File: src/rtl/aes_pkg.sv
// Shared constants for the MixColumns sequencer: multiplier select codes,
// the circulant coefficient row and the controller state set.
package aes_pkg;

    typedef enum logic [1:0] {
        IDLE = 2'd0,
        CALC = 2'd1,
        DONE = 2'd2
    } state_e;

    localparam logic [1:0] SEL_ZERO = 2'b00;
    localparam logic [1:0] SEL_X1   = 2'b01;
    localparam logic [1:0] SEL_X2   = 2'b10;
    localparam logic [1:0] SEL_X3   = 2'b11;

    localparam int NUM_TERMS = 16;

    // Row 0 of the MixColumns matrix; row r is this row rotated right by r.
    localparam logic [7:0] COEF [4] = '{8'h02, 8'h03, 8'h01, 8'h01};

    function automatic logic [1:0] coef_sel(input logic [1:0] pos);
        logic [1:0] sel;
        case (COEF[pos])
            8'h01:   sel = SEL_X1;
            8'h02:   sel = SEL_X2;
            8'h03:   sel = SEL_X3;
            default: sel = SEL_ZERO;
        endcase
        return sel;
    endfunction

endpackage

File: src/rtl/gf_mult_sel.sv
// GF(2^8) multiply by a small constant (0, 1, 2 or 3), polynomial 0x11B.
module gf_mult_sel
    import aes_pkg::*;
(
    input  logic [7:0] in,
    input  logic [1:0] select,
    output logic [7:0] out
);

    logic [7:0] x2;

    assign x2 = {in[6:0], 1'b0} ^ (in[7] ? 8'h1B : 8'h00);

    always_comb begin
        out = 8'h00;
        case (select)
            SEL_ZERO: out = 8'h00;
            SEL_X1:   out = in;
            SEL_X2:   out = x2;
            SEL_X3:   out = x2 ^ in;
            default:  out = 8'h00;
        endcase
    end

endmodule

File: src/rtl/mixcol_seq.sv
// Sequential AES MixColumns on one 32-bit column using a single shared
// GF multiplier over 16 cycles. Define MIXCOL_CNT_EN to add the col_cnt output.
module mixcol_seq
    import aes_pkg::*;
(
    input  logic        clk,
    input  logic        rst_n,
    input  logic        in_valid,
    output logic        in_ready,
    input  logic [31:0] col_in,
    output logic        out_valid,
    input  logic        out_ready,
`ifdef MIXCOL_CNT_EN
    output logic [15:0] col_cnt,
`endif
    output logic [31:0] col_out,
    output logic        busy
);

    localparam logic [1:0] ST_IDLE = IDLE;
    localparam logic [1:0] ST_CALC = CALC;
    localparam logic [1:0] ST_DONE = DONE;
    localparam logic [3:0] IDX_LAST = 4'(NUM_TERMS - 1);

    logic [1:0]  state;
    logic [3:0]  idx;
    logic [7:0]  acc;
    logic [31:0] cap;
    logic [23:0] res;
    logic [1:0]  row;
    logic [1:0]  term;
    logic [7:0]  a_byte;
    logic [7:0]  product;
    logic [7:0]  acc_next;

    assign row  = idx[3:2];
    assign term = idx[1:0];

    always_comb begin
        a_byte = 8'h00;
        case (term)
            2'd0:    a_byte = cap[31:24];
            2'd1:    a_byte = cap[23:16];
            2'd2:    a_byte = cap[15:8];
            default: a_byte = cap[7:0];
        endcase
    end

    gf_mult_sel u_mult (
        .in     (a_byte),
        .select (coef_sel(term - row)),
        .out    (product)
    );

    assign acc_next  = acc ^ product;
    assign in_ready  = (state == ST_IDLE);
    assign out_valid = (state == ST_DONE);
    assign busy      = (state != ST_IDLE);

    // Bytes 0..2 collect in res; byte 3 lands together with the DONE entry so
    // that col_out only ever changes on that edge.
    always_ff @(posedge clk or negedge rst_n) begin
        if (!rst_n) begin
            state   <= ST_IDLE;
            idx     <= 4'd0;
            acc     <= 8'h00;
            cap     <= 32'h0;
            res     <= 24'h0;
            col_out <= 32'h0;
        end else begin
            case (state)
                ST_IDLE: begin
                    if (in_valid) begin
                        cap   <= col_in;
                        idx   <= 4'd0;
                        acc   <= 8'h00;
                        state <= ST_CALC;
                    end
                end
                ST_CALC: begin
                    idx <= idx + 4'd1;
                    if (term == 2'd3) begin
                        acc <= 8'h00;
                        case (row)
                            2'd0:    res[23:16] <= acc_next;
                            2'd1:    res[15:8]  <= acc_next;
                            2'd2:    res[7:0]   <= acc_next;
                            default: ;
                        endcase
                    end else begin
                        acc <= acc_next;
                    end
                    if (idx == IDX_LAST) begin
                        col_out <= {res, acc_next};
                        state   <= ST_DONE;
                    end
                end
                ST_DONE: begin
                    if (out_ready) state <= ST_IDLE;
                end
                default: state <= ST_IDLE;
            endcase
        end
    end

`ifdef MIXCOL_CNT_EN
    always_ff @(posedge clk or negedge rst_n) begin
        if (!rst_n)                      col_cnt <= 16'h0;
        else if (out_valid && out_ready) col_cnt <= col_cnt + 16'h1;
    end
`endif

endmodule

File: config.mk
export PLATFORM = sky130hd
export DESIGN_NAME = mixcol_seq
export DESIGN_NICKNAME = d
export VERILOG_FILES = /design/src/rtl/aes_pkg.sv /design/src/rtl/gf_mult_sel.sv /design/src/rtl/mixcol_seq.sv
export SDC_FILE = /design/constraint.sdc
export NUM_CORES = 1
export LEC_CHECK = 0
export CAP_MARGIN = 10
export CORE_AREA = 4 4 94 96
export CTS_CLUSTER_SIZE = 14
export DETAILED_ROUTE_END_ITERATION = 16
export DIE_AREA = 0 0 98 100
export GPL_TIMING_DRIVEN = 0
export PLACE_DENSITY = 0.84
export RECOVER_POWER = 25
export SKIP_CTS_REPAIR_TIMING = 1
export SYNTH_ARGS = -nofsm -noshare
export SYNTH_HDL_FRONTEND = slang
export SYNTH_SLANG_ARGS = --single-unit
File: constraint.sdc
create_clock -name clk -period 3.75 [get_ports clk]
set_input_delay 0.375 -clock clk [delete_from_list [all_inputs] [get_ports clk]]
set_output_delay 0.375 -clock clk [all_outputs]
set_load 0.01 [all_outputs]
Word-level counts from Yosys, hierarchy flattened
Cells that the tools add are included.
{"block": "word_totals", "output_inout_bits": 35, "input_bits": 36, "regBits": 102, "elab_cells": 61}
{"block": "op_classes", "bitwise_logic": 4, "order_cmp": 1, "n_mux": 16, "reduce_logical": 13, "add_sub_neg": 2, "n_eq_ne": 17}
{"cell": "two-way mux 8 bit", "n": 4}
{"cell": "one-hot mux 8 bit (4 select lines)", "n": 1}
{"cell": "one-hot mux 8 bit (3 select lines)", "n": 1}
{"cell": "bitwise XOR 8 bit", "n": 3}
{"cell": "binary-select mux 8 bit (select 2 bit)", "n": 1}
{"cell": "== test 8 x 2 -> 1 bit, second input constant", "n": 2}
{"cell": "one-hot mux 8 bit (2 select lines)", "n": 1}
{"cell": "== test 2 bit, second input constant", "n": 6}
{"cell": "one-hot mux 2 bit (3 select lines)", "n": 2}
{"cell": "AND reduction 3 bit", "n": 4}
{"cell": "== test 2 x 1 -> 1 bit, second input constant", "n": 4}
{"cell": "== test 8 x 1 -> 1 bit, second input constant", "n": 1}
{"cell": "zero test 2 bit", "n": 4}
{"cell": "one-hot mux 4 bit (2 select lines)", "n": 1}
{"cell": "two-way mux 2 bit", "n": 3}
{"cell": "AND reduction 2 bit", "n": 3}
{"cell": "two-way mux 5 bit", "n": 1}
{"cell": "adder 4 x 1 -> 4 bit, second input constant", "n": 1}
{"cell": "== test 4 bit, second input constant", "n": 1}
{"cell": "two-way mux 4 bit", "n": 1}
{"cell": "!= test 2 bit, second input constant", "n": 2}
{"cell": "nonzero test 2 bit", "n": 2}
{"cell": "greater-or-equal comparator 3 bit, second input constant", "n": 1}
{"cell": "NOT 2 -> 3 bit", "n": 1}
{"cell": "2 further kinds", "n": 2}

Logic depth before layout (Yosys ltp)
{"block": "depth", "word_depth": 12, "depth_mapped": 8, "ltp_nobuf": 7}

By module
From an unflattened synthesis, not the netlist that was laid out.
{"block": "unflattened", "cells_unflattened": 331, "area_unflattened_um2": 4728.3}
{"mod": "mixcol_seq", "n_inst": 1, "cells_each": 301, "seq_area_each_um2": 2552.4, "area_per_inst_um2": 4550.6}
{"mod": "gf_mult_sel", "n_inst": 1, "cells_each": 30, "seq_area_each_um2": 0.0, "area_per_inst_um2": 177.7}

Worst setup path after synthesis
OpenSTA, ideal clock, no wires.
{"block": "synth_path", "kind": "register -> register", "start": "register idx[0]", "end": "register acc[1]", "setup_ns": 0.122, "arrival_ns": 2.106, "required_ns": 3.628, "path_slack_ns": 1.522, "synth_period_minus_slack_ns": 2.228, "stages_incl_launch_ff": 9, "cell_sequence": "dfrtp_1 inv_1 ha_1 clkbuf_1 a222oi_1 a221oi_2 xnor2_1 or3_4 a32o_1"}
{"block": "synth_between", "elab_chain_cells": 12}
{"element": "start: declaration", "line": "mixcol_seq.sv:26", "source": "logic [3:0] idx;"}
{"element": "start signal: assignment", "line": "mixcol_seq.sv:81", "source": "idx <= idx + 4'd1;"}
{"element": "subtractor 2 bit", "line": "mixcol_seq.sv:51", "source": ".select (coef_sel(term - row)),"}
{"element": "NOT 2 -> 3 bit (not written as such)", "line": "aes_pkg.sv:23", "source": "case (COEF[pos])"}
{"element": "binary-select mux 8 bit (select 2 bit)", "line": "aes_pkg.sv:23"}
{"element": "two-way mux 8 bit (not written as such) (2 in a row)", "line": "aes_pkg.sv:23"}
{"element": "== test 8 x 2 -> 1 bit / == test 8 x 1 -> 1 bit (equally long branches)", "line": "aes_pkg.sv:23"}
{"element": "one-hot mux 2 bit (3 select lines)", "line": "aes_pkg.sv:23"}
{"element": "== test 2 bit, or another cell as far along", "line": "gf_mult_sel.sv:16", "source": "case (select)"}
{"element": "one-hot mux 8 bit (4 select lines)", "line": "gf_mult_sel.sv:16"}
{"element": "bitwise XOR 8 bit", "line": "mixcol_seq.sv:55", "source": "assign acc_next = acc ^ product;"}
{"element": "two-way mux 8 bit *", "line": "mixcol_seq.sv:82", "source": "if (term == 2'd3) begin"}
{"element": "one-hot mux 8 bit (2 select lines) *", "line": "mixcol_seq.sv:71", "source": "case (state)"}
{"element": "end signal: assignment", "line": "mixcol_seq.sv:91", "source": "acc <= acc_next;"}
{"element": "end: declaration", "line": "mixcol_seq.sv:27", "source": "logic [7:0] acc;"}
Mark *: on every way between the ends. The rest lies on a longest branch, timed or not. The select of a mux whose other input is x is not followed.
A chain may end at the register's enable or synchronous reset.

Worst setup path after layout
{"block": "layout_path", "start": "register idx[0]", "end": "register acc[3]"}
Same word-level chain as after synthesis.

==> out/qor.yml <==
outcome: "finished with violations"
violations: "max-capacitance violations, max-slew violations"
numCtsBuffers: 9
insertion_delay_ns: 0.39
grt_use_total: 0.215
syn_inst: 420
drive_gt1_frac: 0.134
start_util: 0.565
ys_types: 37
skew_ns: 0.0172
fmax_mhz: 361
crit_path_start_kind: "flop"
overflow: 0
yosys.area.top_type: "dfrtp_1"
cts_tree: "yes"
post-route-period-util: 0.738
period_minus_slack_ns: 2.77
row_count: 33
cp-end-kind: "flop"
ant_nets: 0
drc: 0
required_ns: 4.07
fin_nets: 544
placed_area_um2: 5410
dieArea_um2: 9800
first_pass_iters: 6
hold_viol: 0
synth.cell_area_um2: 4550
io_buffers: 70
placedCellCount: 596
setup_slack_ns: 0.983
hold_class: "flop to flop"
cp_slowest_stage_delay_ns: 0.60
coreArea_um2: 8050
worst_slew_pin_slew_ns: 2.18
fin_area_um2: 5620
io-pin-count: 71
first_iter_violations: 226
ys_warn_count: 0
synth_top_area_frac: 0.561
place_congestion: 0.861
syn_nets: 461
powerDensity_nw_per_um2: 1040
dp_worst_setup_slack_ns: 0.996
critPathArrivalTime_ns: 3.09
cts.path.max_buffers: 2
syn2layout_area_growth_pct: 23.6
finalSetupViolCount: 0
via_count: 3446
synth_area_leaders: "dfrtp_1 56%, nand2_1 8.0%, mux2_2 7.9%, o21ai_0 3.4%, xnor2_1 3.1%"
drv_slew: 40
cts_root_buf: "clkbuf_8"
ir_drop_uv: 542
diodes: 0
max_slew_margin: -0.454
h-tree-depth: 3
cp_slowest_cell: "o21ai_0"
fp.dieH_um: 100
clkSinkCount: 102
grt_max_degree: 64
worst-path-max-fanout: 8
grt_first_pass_wirelength_um: 16800
synth-seq-cells: 102
rsz0062_at_grt: "no"
yosysSeqAreaShare: 0.561
cp_cell_sequence: "inv_1 > ha_1 > clkbuf_1 > a22oi_1 > a21oi_1 > xnor2_1 > o21ai_0 > a32o_1"
maxCapViolCount: 1
avgViaCountPerCell: 5.62
wl_per_cell_um: 15.9
clk_pin_slew_ns: 0.10
antenna_found_initial: 0
p_leak_nw: 2.49
final_common_cell: "dfrtp_1"
instances_no_fill: 613
wirelength_um: 9740
dpl.hpwl_um: 7220
grt_pass1_vias: 3529
critPathKind: "flop to flop"
die_x_um: 98
synth_area_per_cell_um2: 10.8
final_cell_mix: "102 x dfrtp_1, 97 x nand2_1, 69 x clkdlybuf4s50_1"
metal layers:
layer  global-route usage  share of wire  vias to the layer above
met4                0.104          0.025                        0
met3               0.0438          0.051                       20
met5                    0              0                        -
li1                     -              -                     1617
met1                0.277           0.43                     1703
met2                0.350           0.49                      106
through the flow:
step | power [mW] | util | hold WS, ns | setup TNS [ns]
2_1_floorplan | 4.05 | - | 0.0794 | 0
3_3_place_gp | 4.95 | 0.669 | 0.451 | -136.23
3_5_place_dp | 5.11 | 0.672 | 0.382 | 0
4_1_cts | 5.83 | 0.698 | -0.0447 | 0
5_1_grt | 6.26 | 0.699 | 0.503 | 0
6_report | 5.83 | 0.699 | 0.472 | 0
power by group:
part | internal [mW] | switching (mW) | leakage (nW)
logic | 1.46 | 1.73 | 1.10
registers | 1.63 | 0.299 | 1.29
clock network | 0.269 | 0.443 | 0.105
cells in the mapped netlist (all sizes together):
master  number
nand3        1
buf          3
a221oi       8
o21bai       1
or4          5
a22o         2
a31o        12
a32o         3
a211oi       5
a21o         2
nand2       97
xnor3        1
o21ai       31
ha           5
a41oi        1
a22oi        4
xnor2       16
a222oi       4
clkinv       1
nand3b       1
clkbuf      21
or3          4
nor2         4
mux2        32
and2        13
or2          2
nor3         3
nor3b        2
xor3         1
a21oi       13
dfrtp      102
inv         10
nor2b        8
nand2b       2
worst max-delay path, delay by kind of cell, from the launching register on:
kind	cells	cell delay (ns)
AO/OA/AOI/OAI	4	1.46
XOR/XNOR	1	0.16
adder cells (fa/ha/maj)	1	0.17
buffers and inverters	2	0.47
flip-flops	1	0.46
worst paths after layout:
path                              start     endpoint  slack, ns  cells after the start
worst max-delay path             idx[0]       acc[3]       0.98                      8
worst min-delay path            res[13]  col_out[21]       0.47                      2
worst max register to register   idx[0]       acc[3]       0.98                      8
worst min register to register  res[13]  col_out[21]       0.47                      2
max in group asynchronous         rst_n  col_out[12]       1.35                      2
min in group asynchronous         rst_n   col_out[7]       1.16                      2
cell families (layout without fill, tap and decap cells):
logic type / count (synthesis) / in the layout / share of synthesized area
fa+ha+maj: 5 / 5 / 0.0137
buf+inv: 35 / 123 / 0.0289
xor+xnor: 18 / 18 / 0.0412
flops: 102 / 102 / 0.561
simple gates: 142 / 142 / 0.144
compound gates: 86 / 86 / 0.132
mux: 32 / 32 / 0.0792
flip-flops by register name, indices dropped and copies added, names as in the netlist:
signal and cells:
col_out 32, idx 4, res 24, cap 32, acc 8, state 2
area by class of cell:
cell class              instances  area, um2
flip-flops and latches        102       2550
fillers                       585       2430
multi-input cells             283       1870
repair buffers                 72        732
well taps                     105        131
clock buffers                   9        124
plain buffers                  24       90.1
clock inverters                 7       86.3
inverters                      11       41.3
Power figures use the tool's default switching activity.
